===== config.mk =====
export PLATFORM = sky130hd
export DESIGN_NAME = keypad_scan_debounce
export DESIGN_NICKNAME = d
export VERILOG_FILES = /design/src/rtl/keypad_pkg.sv /design/src/rtl/keypad_row_sync.sv /design/src/rtl/keypad_scan_debounce.sv
export SDC_FILE = /design/constraint.sdc
export NUM_CORES = 1
export LEC_CHECK = 0
export CORE_ASPECT_RATIO = 1.4
export CORE_UTILIZATION = 38
export CTS_CLUSTER_SIZE = 16
export DETAILED_ROUTE_END_ITERATION = 16
export GPL_TIMING_DRIVEN = 0
export PLACE_DENSITY_LB_ADDON = 0.12
export SETUP_SLACK_MARGIN = 0.4
export SYNTH_ARGS = -nofsm -noshare
export SYNTH_HDL_FRONTEND = slang
export SYNTH_HIERARCHICAL = 1
export SYNTH_SLANG_ARGS = --single-unit

===== constraint.sdc =====
create_clock -name CLK -period 3.8 [get_ports CLK]
set_clock_uncertainty 0.05 [all_clocks]
set_input_delay 0.38 -clock CLK [delete_from_list [all_inputs] [get_ports CLK]]
set_output_delay 0.38 -clock CLK [all_outputs]
set_load 0.05 [all_outputs]

===== src/rtl/keypad_pkg.sv =====
// Shared types for the matrix keypad scanner.
// Frame classification codes and debounce FSM states.
package keypad_pkg;

    typedef enum logic [1:0] {
        FRAME_NONE   = 2'd0,
        FRAME_SINGLE = 2'd1,
        FRAME_MULTI  = 2'd2
    } frame_res_e;

    typedef enum logic {
        ST_RELEASED = 1'b0,
        ST_PRESSED  = 1'b1
    } key_state_e;

    // Saturating hit count (0, 1, 2+) to frame result
    function automatic frame_res_e classify(input logic [1:0] hits);
        case (hits)
            2'd0:    return FRAME_NONE;
            2'd1:    return FRAME_SINGLE;
            default: return FRAME_MULTI;
        endcase
    endfunction

endpackage


===== src/rtl/keypad_row_sync.sv =====
// Two-flop synchroniser for the asynchronous keypad row inputs.
// One independent chain per row bit.
module keypad_row_sync #(
    parameter int N_ROWS = 4
) (
    input  logic              CLK,
    input  logic              RST_N,
    input  logic [N_ROWS-1:0] rows_async,
    output logic [N_ROWS-1:0] rows_sync
);

    logic [N_ROWS-1:0] meta_q, meta_d;
    logic [N_ROWS-1:0] sync_q, sync_d;

    // Next state of the two synchroniser stages
    always_comb begin
        meta_d = rows_async;
        sync_d = meta_q;
    end

    // Synchroniser registers
    always_ff @(posedge CLK or negedge RST_N) begin
        if (!RST_N) begin
            meta_q <= '0;
            sync_q <= '0;
        end else begin
            meta_q <= meta_d;
            sync_q <= sync_d;
        end
    end

    assign rows_sync = sync_q;

endmodule


===== src/rtl/keypad_scan_debounce.sv =====
// Matrix keypad scanner: one-hot column drive, per-frame row sampling,
// frame-level debounce and a press/release FSM with registered outputs.
module keypad_scan_debounce
    import keypad_pkg::*;
#(
    parameter int N_COLS         = 4,
    parameter int N_ROWS         = 4,
    parameter int SCAN_DIV       = 1000,
    parameter int DEBOUNCE_SCANS = 4,
    parameter int CODE_W         = 5
) (
    input  logic              CLK,
    input  logic              RST_N,
    output logic [N_COLS-1:0] keyCols,
    input  logic [N_ROWS-1:0] keyRows,
    output logic [CODE_W-1:0] key_code,
    output logic              key_valid,
    output logic              key_held,
    output logic              key_release,
    output logic              multi_key
);

    localparam int SLOT_W = (SCAN_DIV > 1) ? $clog2(SCAN_DIV) : 1;
    localparam int COL_W  = (N_COLS > 1) ? $clog2(N_COLS) : 1;
    localparam int STB_W  = $clog2(DEBOUNCE_SCANS + 1);

    localparam logic [CODE_W-1:0] NO_KEY    = '1;
    localparam logic [SLOT_W-1:0] SLOT_LAST = SLOT_W'(SCAN_DIV - 1);
    localparam logic [COL_W-1:0]  COL_LAST  = COL_W'(N_COLS - 1);
    localparam logic [STB_W-1:0]  STB_MAX   = STB_W'(DEBOUNCE_SCANS);

    logic [N_ROWS-1:0] rows_s;

    logic [SLOT_W-1:0] slot_q, slot_d;
    logic [COL_W-1:0]  col_q, col_d;
    logic [N_COLS-1:0] cols_q, cols_d;
    logic [1:0]        hits_q, hits_d;
    logic [CODE_W-1:0] first_q, first_d;
    logic              fend_q, fend_d;

    frame_res_e        cand_q, cand_d;
    logic [CODE_W-1:0] cand_code_q, cand_code_d;
    logic [STB_W-1:0]  stable_q, stable_d;
    key_state_e        state_q, state_d;
    logic [CODE_W-1:0] code_q, code_d;
    logic              valid_q, valid_d;
    logic              held_q, held_d;
    logic              rel_q, rel_d;
    logic              multi_q, multi_d;

    frame_res_e        res;
    logic [CODE_W-1:0] res_code;
    logic              same;
    logic [STB_W-1:0]  cnt_new;

    keypad_row_sync #(
        .N_ROWS(N_ROWS)
    ) u_sync (
        .CLK       (CLK),
        .RST_N     (RST_N),
        .rows_async(keyRows),
        .rows_sync (rows_s)
    );

    // Slot counter, column rotation and per-frame closure accumulation
    always_comb begin
        slot_d  = slot_q + SLOT_W'(1);
        col_d   = col_q;
        hits_d  = hits_q;
        first_d = first_q;
        fend_d  = 1'b0;
        if (slot_q == SLOT_LAST) begin
            slot_d = '0;
            col_d  = (col_q == COL_LAST) ? '0 : col_q + COL_W'(1);
            fend_d = (col_q == COL_LAST);
        end
        cols_d = N_COLS'(1) << col_d;
        if (fend_q) begin
            hits_d  = '0;
            first_d = NO_KEY;
        end else if (slot_q == SLOT_LAST) begin
            for (int r = 0; r < N_ROWS; r++) begin
                if (rows_s[r]) begin
                    if (hits_d == 2'd0)
                        first_d = CODE_W'(r * N_COLS) + CODE_W'(col_q);
                    if (hits_d != 2'd2)
                        hits_d = hits_d + 2'd1;
                end
            end
        end
    end

    // Frame result, debounce counter and press/release FSM
    always_comb begin
        res      = classify(hits_q);
        res_code = (res == FRAME_SINGLE) ? first_q : NO_KEY;
        same     = (res == cand_q) && (res_code == cand_code_q);
        if (!same)
            cnt_new = STB_W'(1);
        else if (stable_q == STB_MAX)
            cnt_new = STB_MAX;
        else
            cnt_new = stable_q + STB_W'(1);

        cand_d      = cand_q;
        cand_code_d = cand_code_q;
        stable_d    = stable_q;
        state_d     = state_q;
        code_d      = code_q;
        valid_d     = 1'b0;
        rel_d       = 1'b0;
        held_d      = held_q;
        multi_d     = multi_q;

        if (fend_q) begin
            multi_d     = (res == FRAME_MULTI);
            cand_d      = res;
            cand_code_d = res_code;
            stable_d    = cnt_new;
            unique case (state_q)
                ST_RELEASED: begin
                    if (res == FRAME_SINGLE && cnt_new == STB_MAX) begin
                        state_d  = ST_PRESSED;
                        code_d   = res_code;
                        valid_d  = 1'b1;
                        held_d   = 1'b1;
                        stable_d = '0;
                    end
                end
                ST_PRESSED: begin
                    // A different single key only releases; it must
                    // qualify again from scratch before being reported.
                    if (cnt_new == STB_MAX &&
                        (res == FRAME_NONE ||
                         (res == FRAME_SINGLE && res_code != code_q))) begin
                        state_d  = ST_RELEASED;
                        code_d   = NO_KEY;
                        rel_d    = 1'b1;
                        held_d   = 1'b0;
                        stable_d = '0;
                    end
                end
            endcase
        end
    end

    // Scan and accumulator registers
    always_ff @(posedge CLK or negedge RST_N) begin
        if (!RST_N) begin
            slot_q  <= '0;
            col_q   <= '0;
            cols_q  <= N_COLS'(1);
            hits_q  <= '0;
            first_q <= NO_KEY;
            fend_q  <= 1'b0;
        end else begin
            slot_q  <= slot_d;
            col_q   <= col_d;
            cols_q  <= cols_d;
            hits_q  <= hits_d;
            first_q <= first_d;
            fend_q  <= fend_d;
        end
    end

    // Debounce, FSM and output registers
    always_ff @(posedge CLK or negedge RST_N) begin
        if (!RST_N) begin
            cand_q      <= FRAME_NONE;
            cand_code_q <= NO_KEY;
            stable_q    <= '0;
            state_q     <= ST_RELEASED;
            code_q      <= NO_KEY;
            valid_q     <= 1'b0;
            rel_q       <= 1'b0;
            held_q      <= 1'b0;
            multi_q     <= 1'b0;
        end else begin
            cand_q      <= cand_d;
            cand_code_q <= cand_code_d;
            stable_q    <= stable_d;
            state_q     <= state_d;
            code_q      <= code_d;
            valid_q     <= valid_d;
            rel_q       <= rel_d;
            held_q      <= held_d;
            multi_q     <= multi_d;
        end
    end

    assign keyCols     = cols_q;
    assign key_code    = code_q;
    assign key_valid   = valid_q;
    assign key_held    = held_q;
    assign key_release = rel_q;
    assign multi_key   = multi_q;

endmodule


==> impl_results.md <==
- Cell mode on critical path: ha_1
- Max VDD drop: 165.9 uV
- Largest net degree at the start of global routing: 36
- Area grow syn2layout: 16.22%
- Worst-path clk slew: 0.10 ns
- Setup CP Type: register to register
- DRC: 0
- Total Wirelength: 5065 microns
- Flops & latches, synth: 51
- Total power: 0.9280 mW
- Yosys warns: 6
- 1st-pass router iterations: 4
- Total grt overflow: 0
- Share of async-settable or async-resettable flops after synthesis: 1.000
- IO Count: 19
- Antenna Cells: 0
- CP peak stage delay: 0.43 ns
- Yosys cell types: 53
- Total negative slack: 0 ns
- Clock Sinks: 51
- Global-route wire length before repair: 8604 microns
- CP Cell Sequence: inv_1 > ha_1 > mux2i_1 > ha_1 > inv_1 > mux2_2 > ha_1 > and2_1 > nor2_1 > ha_1 > a22oi_1 > a21oi_2 > mux2i_1 > nand2_1
- Fmax: 0.3251 GHz
- Vias per cell: 5.194
- H-tree depth: 2
- Syn_nets: 261
- Switch share: 0.2138
- RSZ-0062 raised after global routing: no
- Worst Setup Start Kind: register
- Worst-path fanout max: 5
- CP arrival: 3.26 ns
- Core Area: 0.006613 sq mm
- CTS tree: yes
- Root buffer cell: clkbuf_8
- Mean Syn Cell Area: 10.85 sq um
- Status: finished clean
- Via count: 1,875
- Ys flop type: dfrtp_1
- Combinational power share: 0.039
- Flop pwr share: 0.594
- Die ar.: 0.007222 sq mm
- Clock power share: 0.367
- Post-CTS setup buffers: 0
- NumNets Final: 288
- Worst path top cell family by delay: adder cells
- Max-cap check violation count: 0
- Area of the mapped netlist: 0.002615 sq mm
- Global Route Usage Sum: 0.1549
- Critical path endpoint category: register
- Worst slew pin tran: 0.5180 ns
- Total CTS buffers: 5
- Initial antenna violation count: 0
- EDFF count, synth: 0
- Setup slack, reg-to-reg: 0.72 ns
- Register area share after synthesis: 0.4957
- Clock Latency Late Sink: 0.30 ns
- Post-synthesis cell count: 241
- Worst hold path class: register to register
- Layout cells sized above 1: 0.1487
- Gpl congestion: 0.7743
- Max_slew headroom: 0.6521
- Fillers: 615
- Vias in the first global route: 1,837
- Hpwl dp: 3768 microns
- Die span in x: 72.11 microns
- Power Density: 305.4 mW/mm^2
- P_sw: 0.1984 mW
- Routed Antenna Nets: 0
- DR WL/cell: 14.03 microns
- Initial Util: 0.3955
- Final setup viols: 0
- Port buffer count: 18
- Final Slew Violations: 0
- Rows: 35
- Buf+Inv Stages, Crit Path: 2
- Die Y: 100.2 microns
- Final Cycle Share: 0.8095
- CTS max path bufs: 2
- Tmin final: 3.076 ns
- Slowest CP cell: dfrtp_1
- Int Pwr: 0.7296 mW
- Required @ worst endpoint: 3.98 ns
- Leak Pwr: 1.320 nW
- Initial DRC Count: 95
- Final Hold Vio Count: 0
==> layout by cell type, fill, tap and decap left out, types with 3 or more instances in the layout <==
cell type,synthesis,layout
dfrtp_1,35,35
nand2_1,18,18
clkdlybuf4s50_1,0,17
nor2_1,16,16
dfstp_2,16,16
ha_1,14,14
inv_1,13,13
o21ai_0,12,12
xor2_1,11,11
a21oi_1,9,8
clkbuf_8,0,7
nand2b_1,6,6
and2_1,6,6
nand3_1,6,6
clkbuf_1,4,5
mux2_2,5,5
a31oi_1,5,5
o21a_1,4,4
nor3_1,4,4
mux2i_1,3,3
nor2b_1,3,3
o2bb2ai_1,3,3
a41o_1,3,3
a22oi_1,3,3
==> state kept, by name, indices dropped and copies added (netlist names) <==
name,count
keyCols,4
key_held,1
state_q,1
col_q,2
u_sync/rows_sync,4
fend_q,1
u_sync/meta_q,4
slot_q,10
key_valid,1
stable_q,3
key_release,1
first_q,5
cand_code_q,5
hits_q,2
cand_q,2
key_code,5
==> Yosys cell counts (all sizes together), types with 2 or more instances <==
library cell	count	area share
a211oi	3	0.012
o22ai	3	0.0096
o21ai	12	0.023
and2	6	0.014
mux2	5	0.022
nor4	3	0.013
inv	13	0.019
and2b	2	0.0057
dfstp	16	0.16
a21oi	9	0.017
nor3	4	0.0077
o21a	4	0.011
o22a	2	0.0067
a22oi	3	0.0086
o2bb2ai	3	0.010
nand4	2	0.0048
nor2	16	0.023
or3	2	0.0048
nand2b	6	0.014
nand3	6	0.011
xnor2	2	0.0067
mux2i	3	0.011
dfrtp	35	0.33
nor2b	3	0.0072
nand2	18	0.026
a31oi	5	0.012
a41o	3	0.011
ha	14	0.067
o211ai	2	0.0057
nand4b	2	0.0091
clkbuf	5	0.0077
a21boi	2	0.0057
xor2	11	0.037
o31ai	2	0.0057
o32ai	2	0.014
==> logic make-up (layout without fill, tap and decap cells) <==
kind of cell	after synthesis	after routing	share of synthesized area
xor+xnor	13	13	0.04354
mux	8	8	0.03301
fa+ha+maj	14	14	0.06699
buf+inv	19	47	0.02919
flops	51	51	0.4957
compound gates	59	59	0.1670
simple gates	77	77	0.1646
==> final timing paths <==
check,startpoint,endpoint,cells past startpoint
setup reg to reg,hits_q[0],first_q[0],14
hold / removal,u_sync/meta_q[0],u_sync/rows_sync[0],0
hold reg to reg,u_sync/meta_q[0],u_sync/rows_sync[0],0
min in group asynchronous,RST_N,u_sync/rows_sync[0],2
max in group asynchronous,RST_N,first_q[2],3
setup / recovery,hits_q[0],first_q[0],14
==> worst register-to-register path, cell delays in order, from the launching register on <==
cell and delay [ns]:
dfrtp_1 0.43, inv_1 0.08, ha_1 0.29, mux2i_1 0.23, ha_1 0.20, inv_1 0.04, mux2_2 0.28, ha_1 0.29
and2_1 0.17, nor2_1 0.15, ha_1 0.19, a22oi_1 0.10, a21oi_2 0.24, mux2i_1 0.21, nand2_1 0.07
==> metal layers <==
layer  GRT usage  vias to the layer above  share of wire
met4     0.06184                        0          0.017
met2      0.2811                       22           0.54
met5           0                        -              0
met3     0.02811                        6          0.018
met1      0.1766                      928           0.43
li1            -                      919              -
==> stage by stage <==
step	hold WS [ns]	instances	worst slack, ns	util	instance area [sq um]
final	0.2993	361	0.7240	0.4596	3039
after global routing	0.3105	361	0.4679	0.4596	3039
after floorplan	0.03441	241	0.9353	-	2615
after detailed placement	0.2864	352	0.5751	0.4424	2925
after global placement	0.2824	351	0.6497	0.4401	2910
after CTS	0.3018	361	0.5693	0.4590	3035
==> cell type report <==
class	count	area, sq um	share of cell area
flip-flops and latches	51	1296	0.4265
well taps	92	115.1	0.03788
plain buffers	6	27.53	0.009057
inverters	13	48.80	0.01606
multi-input cells	171	1246	0.4100
clock buffers	8	100.1	0.03294
repair buffers	20	205.2	0.06752
==> power by group through the flow <==
stage | Combinational (mW) | Clock (mW) | Sequential (mW)
6_report | 0.0361 | 0.341 | 0.551
5_1_grt | 0.0429 | 0.380 | 0.552
4_1_cts | 0.0374 | 0.359 | 0.551
2_1_floorplan | 0.0150 | 0 | 0.560
3_3_place_gp | 0.0337 | 0 | 0.561
3_5_place_dp | 0.0365 | 0 | 0.561
==> what timing repair did <==
item | CTS | global route
resized for setup | 0 | 1
hold endpoints to repair | 14 | 0
hold buffers | 1 | 0
setup endpoints to repair | 0 | 1
Note: power is estimated with default switching activity, not from simulation.
